$ cat config.mk
export PLATFORM = sky130hd
export DESIGN_NAME = link_arbiter
export DESIGN_NICKNAME = d
export VERILOG_FILES = /design/src/rtl/link_arbiter.sv
export SDC_FILE = /design/constraint.sdc
export NUM_CORES = 1
export LEC_CHECK = 0
export ABC_CLOCK_PERIOD_IN_PS = 4400
export BUFFER_PORTS_ARGS = -buffer_cell sky130_fd_sc_hd__buf_2
export CAP_MARGIN = 5
export CORE_MARGIN = 2
export CORE_UTILIZATION = 30
export CTS_BUF_LIST = sky130_fd_sc_hd__clkbuf_16
export DETAILED_ROUTE_END_ITERATION = 10
export HOLD_SLACK_MARGIN = 0.08
export PLACE_DENSITY_LB_ADDON = 0.08
export REMOVE_ABC_BUFFERS = 1
export SLEW_MARGIN = 30
export SYNTH_ARGS = -nofsm -noshare
export SYNTH_HDL_FRONTEND = slang
export SYNTH_SLANG_ARGS = --single-unit
$ cat constraint.sdc
create_clock -name clk -period 4.4 [get_ports clk]
set_clock_uncertainty 0.1 [all_clocks]
set_input_delay 0.88 -clock clk [delete_from_list [all_inputs] [get_ports clk]]
set_output_delay 0.88 -clock clk [all_outputs]
set_load 0.02 [all_outputs]
$ cat src/rtl/link_arbiter.sv
// Round-robin arbiter sharing one four-phase req/ack/data slave link among NUM_REQ masters.
// A transfer the slave does not acknowledge within ACK_TIMEOUT cycles is aborted with an err pulse.
module link_arbiter #(
    parameter int NUM_REQ     = 4,
    parameter int DATA_W      = 8,
    parameter int ACK_TIMEOUT = 16
) (
    input  logic                       clk,
    input  logic                       rst,
    input  logic [NUM_REQ-1:0]         m_req,
    input  logic [NUM_REQ*DATA_W-1:0]  m_data,
    output logic [NUM_REQ-1:0]         m_ack,
    output logic                       s_req,
    output logic [DATA_W-1:0]          s_data,
    input  logic                       s_ack,
    output logic [$clog2(NUM_REQ)-1:0] grant_id,
    output logic                       busy,
    output logic                       err
);
    localparam int ID_W  = $clog2(NUM_REQ);
    localparam int CNT_W = $clog2(ACK_TIMEOUT);
    localparam logic [CNT_W-1:0]   CNT_LAST = CNT_W'(ACK_TIMEOUT - 1);
    localparam logic [ID_W-1:0]    LAST_RST = ID_W'(NUM_REQ - 1);
    localparam logic [NUM_REQ-1:0] ONE_LSB  = {{(NUM_REQ-1){1'b0}}, 1'b1};

    typedef enum logic [1:0] {
        ST_IDLE = 2'd0,
        ST_REQ  = 2'd1,
        ST_HOLD = 2'd2,
        ST_DROP = 2'd3
    } state_t;

    state_t             state_r, state_nxt_s;
    logic [ID_W-1:0]    last_r, last_nxt_s;
    logic [CNT_W-1:0]   cnt_r, cnt_nxt_s;
    logic [NUM_REQ-1:0] m_ack_r, m_ack_nxt_s;
    logic               s_req_r, s_req_nxt_s;
    logic [DATA_W-1:0]  s_data_r, s_data_nxt_s;
    logic [ID_W-1:0]    grant_id_r, grant_id_nxt_s;
    logic               busy_r, busy_nxt_s;
    logic               err_r, err_nxt_s;
    logic               any_req_s;
    logic               timeout_s;
    logic [ID_W-1:0]    winner_s;
    logic [NUM_REQ-1:0] grant_onehot_s;

    // First requester found scanning last+1, last+2, ... modulo NUM_REQ; scanning
    // backwards lets the nearest position overwrite the farther ones.
    function automatic logic [ID_W-1:0] rr_pick(input logic [NUM_REQ-1:0] req,
                                                input logic [ID_W-1:0]    last);
        logic [ID_W-1:0] idx;
        logic [ID_W-1:0] pos;
        idx = last;
        for (int k = NUM_REQ; k >= 1; k--) begin
            pos = ID_W'((int'(last) + k) % NUM_REQ);
            idx = req[pos] ? pos : idx;
        end
        return idx;
    endfunction

    assign any_req_s      = |m_req;
    assign timeout_s      = (cnt_r == CNT_LAST);
    assign winner_s       = rr_pick(m_req, last_r);
    assign grant_onehot_s = ONE_LSB << grant_id_r;

    // State register
    always_ff @(posedge clk) begin
        if (rst) begin
            state_r <= ST_IDLE;
        end else begin
            state_r <= state_nxt_s;
        end
    end

    // Next-state decode of the four-phase handshake
    always_comb begin
        state_nxt_s = state_r;
        case (state_r)
            ST_IDLE: begin
                if (any_req_s) state_nxt_s = ST_REQ;
                else           state_nxt_s = ST_IDLE;
            end
            ST_REQ: begin
                if (s_ack)          state_nxt_s = ST_HOLD;
                else if (timeout_s) state_nxt_s = ST_IDLE;
                else                state_nxt_s = ST_REQ;
            end
            ST_HOLD: begin
                if (!m_req[grant_id_r]) state_nxt_s = ST_DROP;
                else                    state_nxt_s = ST_HOLD;
            end
            ST_DROP: begin
                if (!s_ack) state_nxt_s = ST_IDLE;
                else        state_nxt_s = ST_DROP;
            end
            default: state_nxt_s = ST_IDLE;
        endcase
    end

    // Next values of the registered outputs, pointer and timeout counter
    always_comb begin
        grant_id_nxt_s = grant_id_r;
        s_data_nxt_s   = s_data_r;
        last_nxt_s     = last_r;
        cnt_nxt_s      = {CNT_W{1'b0}};
        m_ack_nxt_s    = {NUM_REQ{1'b0}};
        s_req_nxt_s    = 1'b0;
        err_nxt_s      = 1'b0;
        busy_nxt_s     = (state_nxt_s != ST_IDLE);
        case (state_r)
            ST_IDLE: begin
                if (any_req_s) begin
                    grant_id_nxt_s = winner_s;
                    s_data_nxt_s   = m_data[winner_s*DATA_W +: DATA_W];
                    s_req_nxt_s    = 1'b1;
                end else begin
                    s_req_nxt_s    = 1'b0;
                end
            end
            ST_REQ: begin
                if (s_ack) begin
                    m_ack_nxt_s = grant_onehot_s;
                    s_req_nxt_s = 1'b1;
                end else if (timeout_s) begin
                    // The aborted master counts as served so rotation moves on.
                    err_nxt_s   = 1'b1;
                    last_nxt_s  = grant_id_r;
                end else begin
                    cnt_nxt_s   = cnt_r + {{(CNT_W-1){1'b0}}, 1'b1};
                    s_req_nxt_s = 1'b1;
                end
            end
            ST_HOLD: begin
                m_ack_nxt_s = grant_onehot_s;
                if (m_req[grant_id_r]) s_req_nxt_s = 1'b1;
                else                   s_req_nxt_s = 1'b0;
            end
            ST_DROP: begin
                if (s_ack) begin
                    m_ack_nxt_s = grant_onehot_s;
                end else begin
                    last_nxt_s  = grant_id_r;
                end
            end
            default: begin
                m_ack_nxt_s = {NUM_REQ{1'b0}};
            end
        endcase
    end

    // Output, pointer and counter registers
    always_ff @(posedge clk) begin
        if (rst) begin
            last_r     <= LAST_RST;
            cnt_r      <= {CNT_W{1'b0}};
            m_ack_r    <= {NUM_REQ{1'b0}};
            s_req_r    <= 1'b0;
            s_data_r   <= {DATA_W{1'b0}};
            grant_id_r <= {ID_W{1'b0}};
            busy_r     <= 1'b0;
            err_r      <= 1'b0;
        end else begin
            last_r     <= last_nxt_s;
            cnt_r      <= cnt_nxt_s;
            m_ack_r    <= m_ack_nxt_s;
            s_req_r    <= s_req_nxt_s;
            s_data_r   <= s_data_nxt_s;
            grant_id_r <= grant_id_nxt_s;
            busy_r     <= busy_nxt_s;
            err_r      <= err_nxt_s;
        end
    end

    assign m_ack    = m_ack_r;
    assign s_req    = s_req_r;
    assign s_data   = s_data_r;
    assign grant_id = grant_id_r;
    assign busy     = busy_r;
    assign err      = err_r;

endmodule

# Word level (Yosys, flattened, before mapping)
# Index checks and enable logic that the tools add are counted.
[totals] inputBits=39 out_inout_bits=17 romBits=0 ramBits=0 reg_bits=25 wordCells=70 mem_count=0 latchBits=0
[op_classes] magnitude_cmp=5 addsub=5 n_reduce_logical=9 n_mux=32 n_div=0 n_shift=2 bitwise=1 eq_ne=7 n_mul=0
[ops] op="$shiftx 32x6->8" n=1
[ops] op="$mux 2" n=9
[ops] op="$lt 2x3->1 const B" n=5
[ops] op="$mux 1" n=13
[ops] op="$bmux 1 s2" n=5
[ops] op="$pmux 2 s4" n=1
[ops] op="$pmux 4 s2" n=1
[ops] op="$reduce_or 4->1" n=2
[ops] op="$ne 2x2->1 const B" n=3
[ops] op="$add 2x1->2 const B" n=2
[ops] op="$add 2x2->2 const B" n=2
[ops] op="$add 4x1->4 const B" n=1
[ops] op="$eq 2x2->1 const B" n=2
[ops] op="$eq 4x4->1 const B" n=1
[ops] op="$mux 4" n=1
[ops] op="$pmux 2 s2" n=1
[ops] op="$reduce_and 4->1" n=1
[ops] op="$reduce_bool 2->1" n=2
[ops] op="$shl 1x2->4 const A" n=1
[ops] op="$pmux 1 s3" n=1
[ops] op="$reduce_or 3->1" n=1
[ops] op="$eq 2x1->1 const B" n=1
[ops] op="$logic_not 2->1" n=1
[ops] op="$reduce_and 2->1" n=1
[ops] op="2 further kinds" n=2

# Depth between registers and ports, before layout
# Gate-level depths: netlist of the first run.
[depth] word_depth=8 mapped_depth=7 depth_no_buf=5

# Least setup slack after synthesis of the first run
# No wires, ideal clock.
[synth_timing] path_kind="input -> register" start="input m_req[0]" end="register s_data_r[0], in the netlist s_data[0]" t_required_ns=4.157 arrival_ns=1.914 path_buffers=2 setup_slack_ns=2.242 setup_time_ns=0.143 cell_stages=6 path_cell_list="a21o_1 a31oi_1 buf_2 buf_4 mux2i_1 o221ai_1"
[synth_via] elab_chain_cells=7 elab_cells_between_ends=15 classes_between="shift: 1; mux: 12; reduce/logical: 2"
[synth_lines] item="start: declaration" line_no="10" text="input logic [NUM_REQ-1:0] m_req,"
[synth_lines] item="$bmux 1 s2" line_no="56" text="idx = req[pos] ? pos : idx;"
[synth_lines] item="$mux 1 (implied by the code)" line_no="56"
[synth_lines] item="$mux 2 (4 in a row)" line_no="56"
[synth_lines] item="$shiftx 32x6->8" line_no="114" text="s_data_nxt_s = m_data[winner_s*DATA_W +: DATA_W];"
[synth_lines] item="end signal: assignment" line_no="158" text="s_data_r <= {DATA_W{1'b0}};"
[synth_lines] item="end signal: assignment" line_no="167" text="s_data_r <= s_data_nxt_s;"
[synth_lines] item="end: declaration" line_no="38" text="logic [DATA_W-1:0] s_data_r, s_data_nxt_s;"
# Parallel ways exist; a longest one is shown, timed or not. The select of a mux whose other input is x is not followed.
# A chain may end at the register's enable or synchronous reset.

# Final worst setup path of the first run
[layout_timing] start="input m_req[2]" end="register s_data_r[5], in the netlist s_data[5]"
# Same word-level chain as after synthesis.

==> impl_metrics.json, run 1 <==
{
  "gr-total-overflow": 0,
  "syn2layout_area_growth_pct": 30.00,
  "ys_seq_area_share_pct": 40.00,
  "die_h_microns": 68.58,
  "yosysTopAreaCell": "dfxtp_1",
  "power_leakage_uw": 0.0007229,
  "clkTransAtPathRegs_ps": 60,
  "worstPathRequired_ps": 4470,
  "arrival_ps": 2290,
  "grtUsageMet1_pct": 16.96,
  "avgSynthCellArea_sq_um": 9.625,
  "antenna_left": 0,
  "synthArstFlopShare_pct": 0,
  "timing.final.ws_setup_ps": 2181,
  "finalPower_uw": 592.6,
  "worstHoldPathType": "register to register",
  "critPathMaxFanout": 8,
  "dpl_worst_slack_ps": 1890,
  "synth_edf_count": 0,
  "viasPerCell": 4.974,
  "cts-root-buf": "clkbuf_16",
  "finalCritPeriodShare_pct": 50.44,
  "postCtsHoldBufs": 0,
  "dp_cells": 229,
  "track_usage_pct": 13.49,
  "min_period_ps": 2220,
  "remaining_drc_errors": 0,
  "die_w_microns": 68.58,
  "ys_top_cells_by_area": "dfxtp_1, mux2i_1, o221ai_1",
  "synth.top_cell.area_share_pct": 40.00,
  "worstMarginPinSlew_ps": 632.1,
  "place_congestion": 0.7069,
  "cap_violations": 0,
  "final_layout_size_suffix_gt1_share_pct": 36.61,
  "drv_slew": 0,
  "final_cells": 233,
  "grt_use_met2_pct": 23.32,
  "synthFlopType": "dfxtp_1",
  "avgRoutedWirePerCell_microns": 12.76,
  "status": "completed",
  "clock_path_buffers": 2,
  "synthTopCellsByCount": "dfxtp_1, mux2i_1, nand2_1, nor2_1, o221ai_1",
  "vias": 1159,
  "power_density_mw_per_mm2": 364.3,
  "antenna_found_initial": 0,
  "met3_usage_pct": 2.110,
  "routed_wl_microns": 2972,
  "top_usage_layer": "met2",
  "boundaryPins": 56,
  "drt_iter0_markers": 41,
  "dp_hpwl_microns": 2275,
  "initial_core_util_pct": 31.28,
  "grt_max_degree": 18,
  "coreArea_sq_mm": 0.004000,
  "synthMostInstantiatedCell": "dfxtp_1",
  "final_nets": 224,
  "port_buffers": 55,
  "htree_num_levels": 1,
  "critical_path_class": "input pin to register",
  "postCtsResizedCells": 0,
  "clock_latency_ps": 250,
  "grt_pass1_wl_microns": 4761,
  "max_freq_mhz": 450.6,
  "setup_viol": 0,
  "ys_ff_latch": 25,
  "design.die.area_sq_mm": 0.004703,
  "grt_pass1_vias": 1038,
  "postCtsSetupBuffers": 0,
  "rows": 23,
  "n_antenna_cell": 0,
  "yosys.cell_types.count": 38,
  "cp-start-kind": "input pin",
  "synth_cells": 130,
  "setup-tns-final_ps": 0,
  "hold_viol": 0,
  "numCtsBuffers": 3,
  "rsz0062_at_grt": "no",
  "end_kind": "register",
  "numClockSinks": 25,
  "syn_area_sq_mm": 0.001251,
  "first_pass_iters": 4,
  "nFillCells": 418,
  "slew_headroom_pct": 57.61,
  "ir_drop_mv": 0.1734,
  "tritoncts": "done",
  "ys_warn_count": 0
}
-- flip-flops by register name, indices dropped and copies added, names as in the netlist --
signal    cells
busy          1
state_r       2
s_req         1
s_data        8
last_r        2
cnt_r         4
grant_id      2
m_ack         4
err           1
-- critical path, stage by stage --
cell and delay (ps):
buf_2 120, or4_4 530, a21oi_1 530, nand2_1 130, o221ai_1 100
-- through the flow --
step	hold WS (ps)	instance area, sq um	utilization, %
CTS	359.9	1627	40.66
global placement	337.1	1548	38.69
global route	382.6	1627	40.66
detailed placement	346.2	1548	38.69
floorplan	317.9	1196	-
finish	360.5	1627	40.66
-- path summary, 6_finish.rpt --
check,start,slack (ps),endpoint,cells past startpoint
worst max-delay path,m_req[2],2180,s_data[5]$_SDFFE_PP0P_,5
worst min-delay path,s_data[3]$_SDFFE_PP0P_,360,s_data[3]$_SDFFE_PP0P_,2
worst max register to register,grant_id[0]$_SDFFE_PP0P_,2450,busy$_SDFF_PP0_,4
worst min register to register,s_data[3]$_SDFFE_PP0P_,360,s_data[3]$_SDFFE_PP0P_,2
-- report_power, final --
group,leakage [uW],switching (uW),internal (uW)
logic,0.000476,73.3,58.0
clock network,0.0000423,75.4,121
registers,0.000205,17.8,247
-- logic make-up (layout without fill, tap and decap cells) --
logic type | count (synthesis) | in the layout | synth area share (%)
compound gates | 24 | 24 | 14.30
xor+xnor | 2 | 2 | 1.400
fa+ha+maj | 1 | 1 | 0.9998
buf+inv | 7 | 60 | 4.400
flops | 25 | 25 | 40.00
mux | 19 | 19 | 16.20
simple gates | 52 | 52 | 22.70
-- metal layers --
layer | vias up | share of wire (%)
met5 | - | 0
met4 | 0 | 0.94
met3 | 4 | 7.5
met2 | 35 | 45
met1 | 528 | 46
li1 | 592 | -
-- cell type report --
type	count	area, sq um	area share (%)
multi-input cells	98	701.9	43.15
flip-flops and latches	25	500.5	30.77
repair buffers	56	282.8	17.38
clock buffers	3	75.07	4.615
well taps	50	62.56	3.846
clock inverters	1	3.754	0.2308
-- cell usage in the layout, fill, tap and decap left out, types with 2 or more instances in the layout --
cell	n
o221ai_1	8
a31oi_2	2
nand2_1	16
nor2_1	9
a21oi_1	5
buf_2	55
nand2b_1	4
nor3_1	3
mux2i_1	18
nand3_1	2
dfxtp_1	25
clkbuf_16	3
nand3b_1	3
nor4_1	4
o21ai_0	3
Note: power is estimated with default switching activity, not from simulation.
==> run 2, diff against run 1 <==
--- a/config.mk
+++ b/config.mk
@@ -5,7 +5,7 @@
 export SDC_FILE = /design/constraint.sdc
 export NUM_CORES = 1
 export LEC_CHECK = 0
-export ABC_CLOCK_PERIOD_IN_PS = 4400
+export ABC_CLOCK_PERIOD_IN_PS = 2000
 export BUFFER_PORTS_ARGS = -buffer_cell sky130_fd_sc_hd__buf_2
 export CAP_MARGIN = 5
 export CORE_MARGIN = 2
==> constraint.sdc (replaced) <==
create_clock -name clk -period 2 [get_ports clk]
set_clock_uncertainty 0.1 [all_clocks]
set_input_delay 0.4 -clock clk [delete_from_list [all_inputs] [get_ports clk]]
set_output_delay 0.4 -clock clk [all_outputs]
set_load 0.02 [all_outputs]
==> run 2 against run 1 <==
Net effect: sequential share of layout area is 1.1 points lower; sequential power is 110% higher; first-iteration DRC count is 46% lower; sequential cell count stayed put; non-clock buffer count is 6 higher; die area stayed put; wire length is 3.1% higher; global-route usage is 0.23 points higher; clock power is 130% higher; largest cell class unchanged.
==> impl_metrics.json, run 2 (same netlist as run 1, synthesis figures left out) <==
{
  "combPwrFrac_pct": 24.7,
  "cts-root-buf": "clkbuf_16",
  "r2r-start": "last_r[1]$_SDFFE_PP1P_",
  "timing.rr.end": "s_data[6]$_SDFFE_PP0P_",
  "design.die.area_sq_mm": 0.004703,
  "min-delay-start": "m_data[6]",
  "clock_latency_ps": 260,
  "cap_violations": 0,
  "ff2ff_path_depth": 4,
  "rsz0062_at_grt": "no",
  "grt_max_degree": 18,
  "tritoncts": "done",
  "htree_num_levels": 1,
  "critical_path_class": "register to register",
  "vias": 1168,
  "final_nets": 230,
  "p_clk_share_pct": 33.2,
  "postCtsHoldBufs": 0,
  "largest_register_ffs": 8,
  "nFillCells": 436,
  "power_leakage_uw": 0.0007523,
  "max_freq_mhz": 542.8,
  "numCtsBuffers": 3,
  "postCtsResizedCells": 0,
  "critPathMaxFanout": 8,
  "boundaryPins": 56,
  "final_layout_size_suffix_gt1_share_pct": 39.15,
  "antenna_found_initial": 0,
  "clkTransAtPathRegs_ps": 60,
  "avgRoutedWirePerCell_microns": 12.82,
  "seqPwrFrac_pct": 42.1,
  "holdPathEnd": "s_data[6]$_SDFFE_PP0P_",
  "gr-total-overflow": 0,
  "coreArea_sq_mm": 0.004000,
  "p_int_uw": 961.1,
  "cp-start-kind": "register",
  "syn2layout_area_growth_pct": 34.90,
  "hold_viol": 0,
  "dp_hpwl_microns": 2400,
  "ff2ff_setup_slack_ps": 160,
  "drt_iter0_markers": 22,
  "min_period_ps": 1842,
  "arrival_ps": 1920,
  "ir_drop_mv": 0.4765,
  "worstHoldPathType": "input pin to register",
  "setup_viol": 0,
  "slew_headroom_pct": 57.49,
  "rows": 23,
  "postCtsSetupBuffers": 0,
  "port_buffers": 55,
  "power_density_mw_per_mm2": 795.1,
  "status": "completed",
  "initial_core_util_pct": 31.28,
  "viasPerCell": 4.887,
  "grt_pass1_wl_microns": 4754,
  "track_usage_pct": 13.72,
  "p_switching_uw": 380.9,
  "routed_wl_microns": 3064,
  "first_pass_iters": 4,
  "place_congestion": 0.7437,
  "worstPathRequired_ps": 2080,
  "remaining_drc_errors": 0,
  "die_w_microns": 68.58,
  "mostFrequentLayoutCell": "buf_2",
  "numClockSinks": 25,
  "fin_hold_ws_ps": 336.6,
  "dpl-instance-area_sq_mm": 0.001605,
  "end_kind": "register",
  "switching_share_pct": 28.38,
  "design_area_sq_mm": 0.001688,
  "n_antenna_cell": 0,
  "grt_pass1_vias": 1074,
  "mostFrequentLayoutCells": "buf_2, dfxtp_1, mux2i_1",
  "finalCritPeriodShare_pct": 92.12,
  "drv_slew": 0,
  "clock_path_buffers": 2,
  "antenna_left": 0,
  "die_h_microns": 68.58,
  "worstMarginPinSlew_ps": 633.8,
  "hold-path-cell-count": 3,
  "worstSetupStartpoint": "last_r[1]$_SDFFE_PP1P_"
}
run 2: layout make-up:
cell class | instances | area (sq um) | area share [%]
timing repair buffer | 62 | 340.3 | 20.16
multi-input combinational | 98 | 701.9 | 41.59
clock buffer | 3 | 75.07 | 4.448
tap | 50 | 62.56 | 3.706
clock inverter | 1 | 7.507 | 0.4448
sequential | 25 | 500.5 | 29.65
run 2: worst max path at each step:
stage / end / slack (ps) / cells after the start
after floorplan: s_data[0]$_SDFFE_PP0P_ / -560 / 4
after global placement: s_data[6]$_SDFFE_PP0P_ / 130 / 5
after detailed placement: s_data[6]$_SDFFE_PP0P_ / 100 / 5
after CTS: s_data[6]$_SDFFE_PP0P_ / 140 / 4
after global routing: s_data[2]$_SDFFE_PP0P_ / 20 / 4
final: s_data[6]$_SDFFE_PP0P_ / 160 / 4
run 2: per-layer routing:
| layer | track usage (%) | up-vias | routed length (microns) |
|---|---|---|---|
| met3 | 3.409 | 4 | 226 |
| met2 | 24.64 | 37 | 1442 |
| met4 | 4.500 | 0 | 31 |
| met1 | 15.75 | 524 | 1364 |
| li1 | - | 603 | - |
| met5 | 0 | - | 0 |
run 2: through the flow:
stage / utilization [%] / setup TNS, ps / cells / power (uW) / worst slack (ps)
6_report: 42.20 / 0 / 239 / 1342 / 157.7
4_1_cts: 42.20 / 0 / 239 / 1360 / 143.4
2_1_floorplan: - / -4841 / 123 / 768.3 / -564.0
5_1_grt: 42.20 / 0 / 239 / 1417 / 18.92
3_3_place_gp: 40.13 / 0 / 235 / 906.9 / 132.1
3_5_place_dp: 40.13 / 0 / 235 / 910.5 / 98.39
run 2: worst max-delay path: stages, from the launching register on:
cell and delay, ps:
dfxtp_1 460, mux2i_1 220, nor2_1 80, or4b_1 680
o221ai_1 210
run 2: power by group through the flow:
stage / Combinational (uW) / Clock, uW / Sequential (uW)
floorplan: 135 / 0 / 633
global placement: 330 / 0 / 577
detailed placement: 334 / 0 / 576
CTS: 335 / 459 / 566
global route: 364 / 481 / 572
finish: 331 / 445 / 565
==> run 3, diff against run 2 <==
--- a/config.mk
+++ b/config.mk
@@ -5,7 +5,7 @@
 export SDC_FILE = /design/constraint.sdc
 export NUM_CORES = 1
 export LEC_CHECK = 0
-export ABC_CLOCK_PERIOD_IN_PS = 2000
+export ABC_CLOCK_PERIOD_IN_PS = 1800
 export BUFFER_PORTS_ARGS = -buffer_cell sky130_fd_sc_hd__buf_2
 export CAP_MARGIN = 5
 export CORE_MARGIN = 2
==> constraint.sdc (replaced) <==
create_clock -name clk -period 1.8 [get_ports clk]
set_clock_uncertainty 0.1 [all_clocks]
set_input_delay 0.36 -clock clk [delete_from_list [all_inputs] [get_ports clk]]
set_output_delay 0.36 -clock clk [all_outputs]
set_load 0.02 [all_outputs]
==> run 3 against run 2 <==
Net effect: die area unchanged; design area grew 3.6%; global-route usage decreased by 0.16 points; highest routed layer is now met3.
==> impl_metrics.json, run 3 (same netlist as run 1, synthesis figures left out) <==
{
  "final_nets": 235,
  "gr-total-overflow": 0,
  "clock_path_buffers": 2,
  "worstHoldPathType": "input pin to register",
  "critPathMaxFanout": 2,
  "cpPeakStageDelay_ps": 530,
  "setup-tns-final_ps": 0,
  "ir_drop_mv": 0.6147,
  "ff2ff_path_depth": 4,
  "remaining_drc_errors": 0,
  "viasPerCell": 4.865,
  "power_density_mw_per_mm2": 862.4,
  "setup_viol": 0,
  "clkTransAtPathRegs_ps": 70,
  "rsz0062_at_grt": "no",
  "hold-path-cell-count": 3,
  "critical_path_class": "register to register",
  "slew_headroom_pct": 74.28,
  "antenna_found_initial": 0,
  "postCtsSetupBuffers": 0,
  "critPathBufInv": 0,
  "path_cells": "mux4_2 -> or3b_1 -> a31oi_2 -> or2_1",
  "syn2layout_area_growth_pct": 39.70,
  "path_depth": 4,
  "numCtsBuffers": 3,
  "antenna_left": 0,
  "grt_max_degree": 18,
  "vias": 1187,
  "worstMarginPinSlew_ps": 385.8,
  "hold_viol": 0,
  "slowest_stage": "mux4_2",
  "dp_hpwl_microns": 2480,
  "nFillCells": 400,
  "finalCritPeriodShare_pct": 95.08,
  "port_buffers": 55,
  "drt_iter0_markers": 22,
  "initial_core_util_pct": 31.28,
  "dpl_worst_slack_ps": -87.55,
  "final_layout_size_suffix_gt1_share_pct": 41.75,
  "die_h_microns": 68.58,
  "coreArea_sq_mm": 0.004000,
  "postCtsHoldBufs": 0,
  "power_leakage_uw": 0.0007811,
  "status": "completed",
  "cp-start-kind": "register",
  "path_delay_family": "multiplexers",
  "mostFrequentLayoutCell": "buf_2",
  "avgRoutedWirePerCell_microns": 12.81,
  "dpl-instance-area_sq_mm": 0.001643,
  "routed_wl_microns": 3125,
  "final_cells": 244,
  "min_period_ps": 1711,
  "arrival_ps": 1820,
  "grt_pass1_wl_microns": 4823,
  "design_area_sq_mm": 0.001748,
  "boundaryPins": 56,
  "clock_latency_ps": 260,
  "n_antenna_cell": 0,
  "place_congestion": 0.7323,
  "grt_pass1_vias": 1106,
  "design.die.area_sq_mm": 0.004703,
  "timing.final.ws_setup_ps": 88.63,
  "first_pass_iters": 4,
  "die_w_microns": 68.58,
  "end_kind": "register",
  "numClockSinks": 25,
  "max_freq_mhz": 584.3,
  "worstPathRequired_ps": 1910,
  "track_usage_pct": 13.56,
  "drv_slew": 0,
  "cts-root-buf": "clkbuf_16",
  "rows": 23,
  "dp_cells": 240,
  "cap_violations": 0,
  "tritoncts": "done",
  "htree_num_levels": 1,
  "mostFrequentLayoutCells": "buf_2, dfxtp_1, mux2i_1",
  "largest_register_ffs": 8
}
[run 3: where the power goes]
group | internal [uW] | total [uW] | leakage, uW | switching, uW
combinational | 175 | 384 | 0.000539 | 209
sequential | 604 | 628 | 0.000205 | 24.6
clock | 301 | 495 | 0.0000371 | 194
[run 3: worst min-delay path: stages]
cell,delay (ps)
buf_2,80
mux2i_1,50
o221ai_1,140
[run 3: timing repair]
item                                    CTS  global route
gates resized for setup                   0             4
endpoints found under the hold margin     0             0
endpoints found under the setup margin    0             9
[run 3: cell type report]
cell class	count	area, sq um	area share (%)
sequential	25	501.7	28.70
timing repair buffer	67	377.9	21.62
tap	50	62.56	3.579
clock inverter	1	7.507	0.4295
clock buffer	3	75.07	4.295
multi-input combinational	98	723.2	41.37
[run 3: path summary, 6_finish.rpt]
kind	slack, ps	start	endpoint
hold reg to reg	350	cnt_r[0]$_SDFF_PP0_	cnt_r[0]$_SDFF_PP0_
hold / removal	310	m_data[4]	s_data[4]$_SDFFE_PP0P_
setup reg to reg	90	grant_id[0]$_SDFFE_PP0P_	busy$_SDFF_PP0_
setup / recovery	90	grant_id[0]$_SDFFE_PP0P_	busy$_SDFF_PP0_
[run 3: per-layer routing]
layer,vias up,share of wire [%],track usage (%)
met2,33,48,24.76
met1,543,45,16.10
met3,0,7.0,3.409
met4,0,0,2.250
li1,611,-,-
met5,-,0,0
[run 3: through the flow]
stage | total power (uW) | util [%] | hold slack [ps]
final | 1507 | 43.70 | 311.3
after global routing | 1590 | 43.70 | 327.1
after CTS | 1520 | 43.13 | 316.0
after detailed placement | 1022 | 41.07 | 344.5
after global placement | 1015 | 41.07 | 332.3
after floorplan | 853.7 | - | 317.9
